==> config.mk <==
export PLATFORM = sky130hd
export DESIGN_NAME = mem_arbiter_flat
export DESIGN_NICKNAME = d
export VERILOG_FILES = /design/src/rtl/mem_arbiter_if.sv /design/src/rtl/mem_arbiter.sv /design/src/flat_wrapper.sv
export SDC_FILE = /design/constraint.sdc
export NUM_CORES = 1
export LEC_CHECK = 0
export ABC_CLOCK_PERIOD_IN_PS = 8900
export CORE_ASPECT_RATIO = 1.25
export CORE_MARGIN = 5
export CORE_UTILIZATION = 56
export DETAILED_ROUTE_END_ITERATION = 10
export HOLD_SLACK_MARGIN = 0.02
export PLACE_DENSITY = 0.86
export SLEW_MARGIN = 20
export SYNTH_ARGS = -nofsm -noshare
export SYNTH_HDL_FRONTEND = slang
export SYNTH_SLANG_ARGS = --single-unit
==> constraint.sdc <==
create_clock -name clock -period 8.9 [get_ports clock]
set_input_delay 2.225 -clock clock [delete_from_list [all_inputs] [get_ports clock]]
set_output_delay 2.225 -clock clock [all_outputs]
set_load 0.01 [all_outputs]
==> src/rtl/mem_arbiter_if.sv <==
// Requester and ZBT memory signals of the frame-buffer arbiter.
// slave is the arbiter side, master is the requester/memory side.
interface mem_arbiter_if #(
    parameter int LOG_ADDR = 19,
    parameter int LOG_MEM  = 36
);
    logic                vga_flag;
    logic [LOG_ADDR-1:0] vga_addr;
    logic [LOG_MEM-1:0]  vga_pixel;
    logic                done_vga;

    logic                ntsc_flag;
    logic [LOG_ADDR-1:0] ntsc_addr;
    logic [LOG_MEM-1:0]  ntsc_data;
    logic                done_ntsc;

    logic                proc_flag;
    logic                proc_we;
    logic [LOG_ADDR-1:0] proc_addr;
    logic [LOG_MEM-1:0]  proc_wdata;
    logic [LOG_MEM-1:0]  proc_rdata;
    logic                done_proc;

    logic [LOG_ADDR-1:0] mem_addr;
    logic                mem_we;
    logic [LOG_MEM-1:0]  mem_wdata;
    logic [LOG_MEM-1:0]  mem_rdata;
    logic                overflow;

    modport slave (
        input  vga_flag, vga_addr, ntsc_flag, ntsc_addr, ntsc_data,
               proc_flag, proc_we, proc_addr, proc_wdata, mem_rdata,
        output vga_pixel, done_vga, done_ntsc, proc_rdata, done_proc,
               mem_addr, mem_we, mem_wdata, overflow
    );

    modport master (
        output vga_flag, vga_addr, ntsc_flag, ntsc_addr, ntsc_data,
               proc_flag, proc_we, proc_addr, proc_wdata, mem_rdata,
        input  vga_pixel, done_vga, done_ntsc, proc_rdata, done_proc,
               mem_addr, mem_we, mem_wdata, overflow
    );
endinterface

==> src/rtl/mem_arbiter.sv <==
// ZBT frame-buffer arbiter: VGA reads bypass with absolute priority, NTSC and
// PROC share the remaining slots round-robin through one-deep pending slots.
module mem_arbiter #(
    parameter int LOG_ADDR = 19,
    parameter int LOG_MEM  = 36
) (
    input  logic          clock,
    input  logic          reset,
    mem_arbiter_if.slave  bus
);
    typedef enum logic [1:0] {
        TAG_NONE = 2'd0,
        TAG_VGA  = 2'd1,
        TAG_PROC = 2'd2
    } tag_t;

    logic                r_ntsc_pend;
    logic [LOG_ADDR-1:0] r_ntsc_addr;
    logic [LOG_MEM-1:0]  r_ntsc_data;
    logic                r_proc_pend;
    logic                r_proc_we;
    logic [LOG_ADDR-1:0] r_proc_addr;
    logic [LOG_MEM-1:0]  r_proc_data;
    logic                r_last_proc;

    tag_t                r_tag [3];
    logic [1:0]          r_wr_vld;
    logic [LOG_MEM-1:0]  r_wr_data [2];
    logic                r_ntsc_issued;
    logic                r_pwr_issued;

    logic [LOG_ADDR-1:0] r_mem_addr;
    logic                r_mem_we;
    logic [LOG_MEM-1:0]  r_mem_wdata;
    logic [LOG_MEM-1:0]  r_vga_pixel;
    logic [LOG_MEM-1:0]  r_proc_rdata;
    logic                r_done_vga;
    logic                r_done_ntsc;
    logic                r_done_proc;
    logic                r_overflow;

    logic                w_ntsc_req;
    logic [LOG_ADDR-1:0] w_ntsc_addr;
    logic [LOG_MEM-1:0]  w_ntsc_data;
    logic                w_proc_req;
    logic                w_proc_we;
    logic [LOG_ADDR-1:0] w_proc_addr;
    logic [LOG_MEM-1:0]  w_proc_data;
    logic                w_grant_ntsc;
    logic                w_grant_proc;

    // A fresh flag with an empty slot can be granted in the same cycle it arrives.
    assign w_ntsc_req  = r_ntsc_pend | bus.ntsc_flag;
    assign w_ntsc_addr = r_ntsc_pend ? r_ntsc_addr : bus.ntsc_addr;
    assign w_ntsc_data = r_ntsc_pend ? r_ntsc_data : bus.ntsc_data;
    assign w_proc_req  = r_proc_pend | bus.proc_flag;
    assign w_proc_we   = r_proc_pend ? r_proc_we   : bus.proc_we;
    assign w_proc_addr = r_proc_pend ? r_proc_addr : bus.proc_addr;
    assign w_proc_data = r_proc_pend ? r_proc_data : bus.proc_wdata;

    assign w_grant_ntsc = ~bus.vga_flag & w_ntsc_req & (~w_proc_req | r_last_proc);
    assign w_grant_proc = ~bus.vga_flag & w_proc_req & (~w_ntsc_req | ~r_last_proc);

    always_ff @(posedge clock) begin
        if (reset) begin
            r_ntsc_pend   <= 1'b0;
            r_ntsc_addr   <= '0;
            r_ntsc_data   <= '0;
            r_proc_pend   <= 1'b0;
            r_proc_we     <= 1'b0;
            r_proc_addr   <= '0;
            r_proc_data   <= '0;
            r_last_proc   <= 1'b1;
            for (int i = 0; i < 3; i++) r_tag[i] <= TAG_NONE;
            r_wr_vld      <= '0;
            r_wr_data[0]  <= '0;
            r_wr_data[1]  <= '0;
            r_ntsc_issued <= 1'b0;
            r_pwr_issued  <= 1'b0;
            r_mem_addr    <= '0;
            r_mem_we      <= 1'b0;
            r_mem_wdata   <= '0;
            r_vga_pixel   <= '0;
            r_proc_rdata  <= '0;
            r_done_vga    <= 1'b0;
            r_done_ntsc   <= 1'b0;
            r_done_proc   <= 1'b0;
            r_overflow    <= 1'b0;
        end else begin
            // Capture when the slot is free and not consumed now, or is being consumed now.
            if (bus.ntsc_flag && (r_ntsc_pend == w_grant_ntsc)) begin
                r_ntsc_addr <= bus.ntsc_addr;
                r_ntsc_data <= bus.ntsc_data;
            end
            r_ntsc_pend <= w_grant_ntsc ? (r_ntsc_pend & bus.ntsc_flag)
                                        : (r_ntsc_pend | bus.ntsc_flag);
            if (bus.proc_flag && (r_proc_pend == w_grant_proc)) begin
                r_proc_we   <= bus.proc_we;
                r_proc_addr <= bus.proc_addr;
                r_proc_data <= bus.proc_wdata;
            end
            r_proc_pend <= w_grant_proc ? (r_proc_pend & bus.proc_flag)
                                        : (r_proc_pend | bus.proc_flag);
            if ((r_ntsc_pend & bus.ntsc_flag & ~w_grant_ntsc) |
                (r_proc_pend & bus.proc_flag & ~w_grant_proc))
                r_overflow <= 1'b1;

            r_mem_we      <= 1'b0;
            r_tag[0]      <= TAG_NONE;
            r_wr_vld[0]   <= 1'b0;
            r_ntsc_issued <= 1'b0;
            r_pwr_issued  <= 1'b0;
            if (bus.vga_flag) begin
                r_mem_addr <= bus.vga_addr;
                r_tag[0]   <= TAG_VGA;
            end else if (w_grant_ntsc) begin
                r_mem_addr    <= w_ntsc_addr;
                r_mem_we      <= 1'b1;
                r_wr_vld[0]   <= 1'b1;
                r_wr_data[0]  <= w_ntsc_data;
                r_ntsc_issued <= 1'b1;
                r_last_proc   <= 1'b0;
            end else if (w_grant_proc) begin
                r_mem_addr   <= w_proc_addr;
                r_mem_we     <= w_proc_we;
                r_wr_vld[0]  <= w_proc_we;
                r_wr_data[0] <= w_proc_data;
                r_tag[0]     <= w_proc_we ? TAG_NONE : TAG_PROC;
                r_pwr_issued <= w_proc_we;
                r_last_proc  <= 1'b1;
            end

            // ZBT: write data trails its address by two cycles, read data arrives two cycles later.
            r_tag[1]     <= r_tag[0];
            r_tag[2]     <= r_tag[1];
            r_wr_vld[1]  <= r_wr_vld[0];
            r_wr_data[1] <= r_wr_data[0];
            if (r_wr_vld[1])
                r_mem_wdata <= r_wr_data[1];

            r_done_ntsc <= r_ntsc_issued;
            r_done_vga  <= (r_tag[2] == TAG_VGA);
            r_done_proc <= r_pwr_issued | (r_tag[2] == TAG_PROC);
            if (r_tag[2] == TAG_VGA)
                r_vga_pixel <= bus.mem_rdata;
            if (r_tag[2] == TAG_PROC)
                r_proc_rdata <= bus.mem_rdata;
        end
    end

    assign bus.mem_addr   = r_mem_addr;
    assign bus.mem_we     = r_mem_we;
    assign bus.mem_wdata  = r_mem_wdata;
    assign bus.vga_pixel  = r_vga_pixel;
    assign bus.proc_rdata = r_proc_rdata;
    assign bus.done_vga   = r_done_vga;
    assign bus.done_ntsc  = r_done_ntsc;
    assign bus.done_proc  = r_done_proc;
    assign bus.overflow   = r_overflow;
endmodule

==> src/flat_wrapper.sv <==
// flat-port wrapper written by rule: the top's interface ports become plain ports
module mem_arbiter_flat 
#(
    parameter int LOG_ADDR = 19,
    parameter int LOG_MEM  = 36
)
  (clock, reset, bus_vga_flag, bus_vga_addr, bus_ntsc_flag, bus_ntsc_addr, bus_ntsc_data, bus_proc_flag, bus_proc_we, bus_proc_addr, bus_proc_wdata, bus_mem_rdata, bus_vga_pixel, bus_done_vga, bus_done_ntsc, bus_proc_rdata, bus_done_proc, bus_mem_addr, bus_mem_we, bus_mem_wdata, bus_overflow);
  mem_arbiter_if #(.LOG_ADDR(LOG_ADDR), .LOG_MEM(LOG_MEM)) bus_i ();
  input  logic clock;
  input  logic reset;
  input wire logic [$bits(bus_i.vga_flag)-1:0] bus_vga_flag;
  input wire logic [$bits(bus_i.vga_addr)-1:0] bus_vga_addr;
  input wire logic [$bits(bus_i.ntsc_flag)-1:0] bus_ntsc_flag;
  input wire logic [$bits(bus_i.ntsc_addr)-1:0] bus_ntsc_addr;
  input wire logic [$bits(bus_i.ntsc_data)-1:0] bus_ntsc_data;
  input wire logic [$bits(bus_i.proc_flag)-1:0] bus_proc_flag;
  input wire logic [$bits(bus_i.proc_we)-1:0] bus_proc_we;
  input wire logic [$bits(bus_i.proc_addr)-1:0] bus_proc_addr;
  input wire logic [$bits(bus_i.proc_wdata)-1:0] bus_proc_wdata;
  input wire logic [$bits(bus_i.mem_rdata)-1:0] bus_mem_rdata;
  output wire logic [$bits(bus_i.vga_pixel)-1:0] bus_vga_pixel;
  output wire logic [$bits(bus_i.done_vga)-1:0] bus_done_vga;
  output wire logic [$bits(bus_i.done_ntsc)-1:0] bus_done_ntsc;
  output wire logic [$bits(bus_i.proc_rdata)-1:0] bus_proc_rdata;
  output wire logic [$bits(bus_i.done_proc)-1:0] bus_done_proc;
  output wire logic [$bits(bus_i.mem_addr)-1:0] bus_mem_addr;
  output wire logic [$bits(bus_i.mem_we)-1:0] bus_mem_we;
  output wire logic [$bits(bus_i.mem_wdata)-1:0] bus_mem_wdata;
  output wire logic [$bits(bus_i.overflow)-1:0] bus_overflow;
  assign bus_i.vga_flag = bus_vga_flag;
  assign bus_i.vga_addr = bus_vga_addr;
  assign bus_i.ntsc_flag = bus_ntsc_flag;
  assign bus_i.ntsc_addr = bus_ntsc_addr;
  assign bus_i.ntsc_data = bus_ntsc_data;
  assign bus_i.proc_flag = bus_proc_flag;
  assign bus_i.proc_we = bus_proc_we;
  assign bus_i.proc_addr = bus_proc_addr;
  assign bus_i.proc_wdata = bus_proc_wdata;
  assign bus_i.mem_rdata = bus_mem_rdata;
  assign bus_vga_pixel = bus_i.vga_pixel;
  assign bus_done_vga = bus_i.done_vga;
  assign bus_done_ntsc = bus_i.done_ntsc;
  assign bus_proc_rdata = bus_i.proc_rdata;
  assign bus_done_proc = bus_i.done_proc;
  assign bus_mem_addr = bus_i.mem_addr;
  assign bus_mem_we = bus_i.mem_we;
  assign bus_mem_wdata = bus_i.mem_wdata;
  assign bus_overflow = bus_i.overflow;
  mem_arbiter #(.LOG_ADDR(LOG_ADDR), .LOG_MEM(LOG_MEM)) u_core (.clock(clock), .reset(reset), .bus(bus_i));
endmodule
==> summary.md, run 1 <==
| Metric | Value |
|---|---|
| DIE AREA | 29300 um^2 |
| Net Switching | 866 uW |
| Final Hold Vio Count | 0 |
| DP Wirelength | 23.7 mm |
| Final period util | 51.9% |
| Multi-input gate area | 6820 um^2 |
| Gr usage total | 23.4% |
| Via density | 5.34 |
| DRC | 0 |
| Number of global-route vias before repair | 11174 |
| Share of the synthesized area in the top cell type | 34.3% |
| H-tree depth | 2 |
| CP Cell Sequence | clkdlybuf4s50_1 -> or2_1 -> a211oi_4 -> buf_4 -> nor2_1 -> nand2_2 |
| Worst path arrival time | 4.74 ns |
| CTS Buffer Depth | 3 |
| CP delay by family, top | simple AND/OR/NAND/NOR gates |
| CP max stage delay | 0.67 ns |
| Grt ovf | 0 |
| CTS clock-pin slew for the worst setup and hold paths | 0.06 ns |
| Syn avg cell area | 10.2 um^2 |
| Worst r2r src | u_core.r_ntsc_pend |
| Max FO, Critical Path | 74 |
| Die Wd | 154 um |
| Yosys warns | 0 |
| Post-synth EDFFs | 78 |
| CTS Root Cell | clkbuf_16 |
| Switch share | 24.4% |
| Setup Fix Bufs, Post-CTS | 0 |
| Share of layout cells above drive strength 1 | 6.43% |
| Clock network power share | 38.5% |
| Sequential fraction of the synthesis area | 50.4% |
| I/O Buffers | 302 |
| WL/cell | 17.4 um |
| Initial core utilization | 56.3% |
| Crit path max-delay cell type | nand2_2 |
| Crit path from | bus_ntsc_flag |
| GPL Wtd Cong | 0.814 |
| #FFs+latches synth | 327 |
| Netlist Area Pre-Place | 14500 um^2 |
| Routed WL | 35.9 mm |
| Max Fclk | 0.216 GHz |
| Initial antenna violation count | 4 |
| Initial DRC count | 628 |
| I/O pin cnt | 303 |
| Power Density | 189 nW/um^2 |
| Bufs and invs on worst path | 2 |
| Post-synth top cells | 249 x dfxtp_1, 225 x nand2b_1, 202 x mux2i_1, 169 x nand2_1, 101 x nor2b_1 |
| ANT nets after route | 0 |
| Endpoints failing setup | 0 |
| Syn Inst Count | 1429 |
| CTS Hold Bufs | 0 |
| Stages on worst setup path | 6 |
| Sequential share of power | 47.7% |
| Core Util, Final | 72.8% |
| Status | finished clean |
| Layout filler cell count | 1828 |
| Chip Height | 190 um |
| Dpl cells | 2004 |
| Count leader, synth | dfxtp_1 |
| RSZ-0062 raised after global routing | no |
| CTS sink count | 327 |
| WHS | 0.452 ns |
| Worst setup path category | input pin to flop |
| Cell taking the most area after synthesis | dfxtp_1 |
| VDD IR max | 0.131 mV |
| Drt first pass iters | 5 |
| Final min period | 4.62 ns |
| Max_slew headroom | 25.3% |
| Min-delay src | u_core.bus.vga_pixel[28] |
| Asr flop ratio synth | 0% |
| Post_cts resized | 0 |
| R2R cell count | 5 |
| Nets | 1872 |
| Syn-to-layout area delta | 29.4% |
| Post-synthesis cell type count | 33 |
| Final clock skew | 0.0242 ns |
| Std-Cell Rows | 66 |
| CTS Buf Count | 34 |
| Hold WC Path Type | flop to flop |
| Core ar. | 25800 um^2 |
| Critical path capture point type | flop |
| Top_reg_cell synth | dfxtp_1 |
| Vias | 11049 |
| Slew Limit Fails | 0 |
| CP required | 9.02 ns |
| Clock Latency Late Sink | 0.51 ns |
| Final setup TNS | 0 ns |
| Startpoint Class | input pin |
| Largest net degree at the start of global routing | 229 |
| FF+latch area | 7340 um^2 |
| Hold Path Stages | 2 |
| CTS tree | built |
| Comb pwr share | 13.8% |
| First-pass GRT wire length | 56.5 mm |
| Max_cap viols | 0 |
| Int Pwr | 2690 uW |
| Worst Tran Pin Value | 1.12 ns |
| Pleak | 0.00680 uW |
| Ranking of synthesized cells by area | dfxtp_1 34%, edfxtp_1 16%, mux2i_1 14%, nand2b_1 9.7%, nand2_1 4.4% |
| Fin cells | 2069 |
-- worst register-to-register path: cells and delay by family, from the launching register on --
| kind | cells | cell delay [ns] |
|---|---|---|
| and+or+nand+nor | 3 | 1.30 |
| buffers and inverters | 1 | 0.63 |
| DFF | 1 | 0.64 |
| AOI/OAI and AO/OA | 1 | 0.25 |
-- placed cells by master, fill, tap and decap left out, drive strengths merged, types with 2 or more instances in the layout --
cell type,netlist,layout
a211oi,74,74
a21oi,93,93
a311oi,19,19
buf,48,14
clkbuf,72,55
clkdlybuf4s50,0,301
clkinv,0,4
conb,1,42
dfxtp,249,249
diode,0,4
edfxtp,78,78
mux2,20,20
mux2i,203,203
nand2,169,169
nand2b,225,225
nor2,43,43
nor2b,101,101
nor4,2,2
o21ai,3,3
o21ba,2,2
or3,20,20
-- worst paths after layout --
check / end / slack, ns
worst max-delay path: u_core.r_wr_data[0][9] / 4.28
worst min-delay path: u_core.bus.vga_pixel[28] / 0.45
worst max register to register: u_core.r_wr_data[0][9] / 5.68
worst min register to register: u_core.bus.vga_pixel[28] / 0.45
-- kinds of logic after synthesis --
logic type                 Yosys count  share of synthesized area (%)
and+or+nand+nor                    565                           20.6
DFF                                327                           50.4
muxes                              223                           15.5
AOI/OAI and AO/OA                  192                           9.26
buffers and inverters              120                           4.09
adders and majority gates            1                         0.0688
other                                1                         0.0258
-- flip-flops by register name, indices dropped and copies added, names as in the netlist, 2 cells and up --
signal / count
u_core.r_tag: 6
u_core.r_wr_vld: 2
u_core.bus.vga_pixel: 36
u_core.r_proc_data: 36
u_core.bus.mem_wdata: 36
u_core.bus.proc_rdata: 36
u_core.r_proc_addr: 19
u_core.r_ntsc_data: 36
u_core.r_ntsc_addr: 19
u_core.r_wr_data: 72
u_core.bus.mem_addr: 19
-- power by group through the flow --
stage	Sequential (uW)	Combinational (uW)	Clock (uW)
2_1_floorplan	1710	301	0
3_3_place_gp	1720	473	0
3_5_place_dp	1730	486	0
4_1_cts	1700	490	1390
5_1_grt	1710	530	1460
6_report	1700	489	1370
-- routing by layer --
layer	part of all wire [%]	global-route usage (%)	vias up
li1	-	-	5385
met1	40	28.0	5242
met2	50	40.6	329
met3	6.0	4.41	93
met4	4.3	10.6	0
met5	0	0	-
-- cell type report --
type | instances | share of cell area [%]
clock inverter | 5 | 0.266
multi-input combinational | 1023 | 36.2
antenna | 4 | 0.0532
timing repair buffer | 315 | 16.8
sequential | 327 | 39.0
clock buffer | 55 | 5.48
tap | 340 | 2.26
-- stage by stage --
step           worst slack [ns]  total power (uW)  cell area (um^2)
4_1_cts                    4.24              3580             18800
3_3_place_gp               3.78              2190             17700
2_1_floorplan              4.45              2010             14700
3_5_place_dp               3.73              2210             17700
6_report                   4.28              3550             18800
5_1_grt                    4.10              3690             18800
(Power assumes the default switching activity.)
==> run 2, diff against run 1 <==
- ABC_CLOCK_PERIOD_IN_PS: 8900 -> 4100
- CORE_UTILIZATION: 56 -> 47
- PLACE_DENSITY: 0.86 -> 0.77
- clock period: 8.9 -> 4.1 ns (I/O delays scaled with it)
==> summary.md, run 2 (synthesis gave the netlist of run 1 again) <==
| Metric | Value |
|---|---|
| Final Cell Area | 19000 um^2 (was 18800 um^2) |
| Final setup TNS | 0 ns (unchanged) |
| Nets | 1875 (was 1872) |
| CTS sink count | 327 (unchanged) |
| CTS tree | built (unchanged) |
| Initial DRC count | 624 (was 628) |
| Final period util | 70.5% |
| VDD IR max | 0.269 mV (was 0.131 mV) |
| RSZ-0062 raised after global routing | no (unchanged) |
| FF+latch area | 7340 um^2 (about the same) |
| Fin cells | 2142 (was 2069) |
| Vias | 10826 (was 11049) |
| DRC | 0 (unchanged) |
| I/O pin cnt | 303 (unchanged) |
| Layout filler cell count | 2525 (was 1828) |
| Multi-input gate area | 6830 um^2 (was 6820 um^2) |
| Drt first pass iters | 5 (unchanged) |
| DIE AREA | 34600 um^2 (was 29300 um^2) |
| Grt ovf | 0 (unchanged) |
| CTS Buffer Depth | 3 (unchanged) |
| Via density | 5.05 (was 5.34) |
| Max Fclk | 0.346 GHz |
| Max FO, Critical Path | 73 (was 74) |
| Max_slew headroom | 40.3% (was 25.3%) |
| Critical path capture point type | flop (unchanged) |
| CTS Hold Bufs | 0 (unchanged) |
| Worst Tran Pin Value | 0.894 ns (was 1.12 ns) |
| Dpl cells | 2075 (was 2004) |
| H-tree depth | 2 (unchanged) |
| Final Hold Vio Count | 0 (unchanged) |
| ANT nets after route | 0 (unchanged) |
| DP Wirelength | 24.4 mm (was 23.7 mm) |
| Max_cap viols | 0 (unchanged) |
| Largest register FFs | 72 (unchanged) |
| Pleak | 0.00685 uW (was 0.00680 uW) |
| Largest net degree at the start of global routing | 161 (was 229) |
| GPL Wtd Cong | 0.813 (was 0.814) |
| CTS clock-pin slew for the worst setup and hold paths | 0.06 ns (about the same) |
| CTS Root Cell | clkbuf_16 (unchanged) |
| Syn-to-layout area delta | 30.7% (was 29.4%) |
| Worst setup path category | input pin to flop (unchanged) |
| Slew Limit Fails | 0 (unchanged) |
| Most frequent cells in the layout | 301 x clkdlybuf4s50_1, 246 x dfxtp_1, 224 x nand2b_1, 202 x mux2i_1, 168 x nand2_1 (was 301 x clkdlybuf4s50_1, 246 x dfxtp_1, 225 x nand2b_1, 202 x mux2i_1, 168 x nand2_1) |
| Status | finished clean (unchanged) |
| First-pass GRT wire length | 56.0 mm (was 56.5 mm) |
| Std-Cell Rows | 72 (was 66) |
| WL/cell | 16.9 um (was 17.4 um) |
| Die Wd | 167 um (was 154 um) |
| Hold WC Path Type | flop to flop (unchanged) |
| Placed Area | 17900 um^2 (was 17700 um^2) |
| CTS Buf Count | 34 (unchanged) |
| Endpoints failing setup | 0 (unchanged) |
| Final min period | 2.89 ns |
| Core ar. | 30700 um^2 (was 25800 um^2) |
| CP required | 4.42 ns (was 9.02 ns) |
| WHS | 0.454 ns (was 0.452 ns) |
| Largest Register | u_core.r_wr_data (unchanged) |
| Gr usage total | 19.7% (was 23.4%) |
| Post_cts resized | 0 (unchanged) |
| Worst path arrival time | 3.21 ns (was 4.74 ns) |
| Final clock skew | 0.0180 ns (was 0.0242 ns) |
| Setup Fix Bufs, Post-CTS | 0 (unchanged) |
| Chip Height | 207 um (was 190 um) |
| I/O Buffers | 302 (unchanged) |
| Clock Latency Late Sink | 0.51 ns (about the same) |
| Startpoint Class | input pin (unchanged) |
| Most common cell after layout, fill and taps aside | clkdlybuf4s50_1 (unchanged) |
| Share of layout cells above drive strength 1 | 6.71% (was 6.43%) |
| Routed WL | 36.2 mm (was 35.9 mm) |
| Initial core utilization | 47.4% (was 56.3%) |
| Power Density | 412 nW/um^2 (was 189 nW/um^2) |
| Initial antenna violation count | 5 (was 4) |
| Number of global-route vias before repair | 10618 (was 11174) |
==> run 2: cell count changes in the layout (fill, tap and decap cells not counted), sizes merged <==
| cell | change |
|---|---|
| buf | +3 |
| clkbuf | +6 |
| diode | +1 |
| clkinv | -4 |
==> run 2: area by class of cell <==
cell class | count | share of cell area (%)
clock buffer | 61 | 5.93
sequential | 327 | 38.6
antenna | 5 | 0.0658
multi-input combinational | 1023 | 35.9
clock inverter | 1 | 0.0461
timing repair buffer | 318 | 16.8
tap | 407 | 2.68
==> run 2: layer usage <==
metal / share of wire (%) / GRT usage [%] / vias up
li1: - / - / 5403
met1: 42 / 24.3 / 5101
met2: 49 / 33.9 / 246
met3: 4.8 / 4.27 / 74
met4: 3.7 / 7.83 / 2
met5: 0.036 / 0 / -
==> run 2: through the flow <==
step	worst slack (ns)	total power, uW	utilization [%]
2_1_floorplan	0.851	4360	-
3_3_place_gp	0.863	4780	58.1
3_5_place_dp	0.759	4810	58.1
4_1_cts	1.22	7920	61.8
5_1_grt	1.07	8150	61.9
6_report	1.21	7840	61.9
==> run 2: path summary, 6_finish.rpt <==
path | startpoint | depth (start not counted) | endpoint | slack, ns
worst max-delay path | bus_ntsc_flag | 6 | u_core.r_wr_data[0][20] | 1.21
worst min-delay path | u_core.bus.vga_pixel[19] | 2 | u_core.bus.vga_pixel[19] | 0.45
worst max register to register | u_core.r_proc_pend | 5 | u_core.r_proc_data[5] | 1.39
worst min register to register | u_core.bus.vga_pixel[19] | 2 | u_core.bus.vga_pixel[19] | 0.45
==> run 2: power by group <==
part           internal [uW]  switching [uW]  leakage [uW]
registers               3540             126       0.00285
clock network           1860            1240      0.000554
logic                    567             506       0.00344
total                   5970            1870       0.00685
==> run 2: worst max-delay path, stage by stage <==
cell	delay (ns)
clkdlybuf4s50_1	0.45
or2_1	0.34
a211oi_4	0.29
buf_4	0.62
a211oi_1	0.13
a211oi_1	0.28
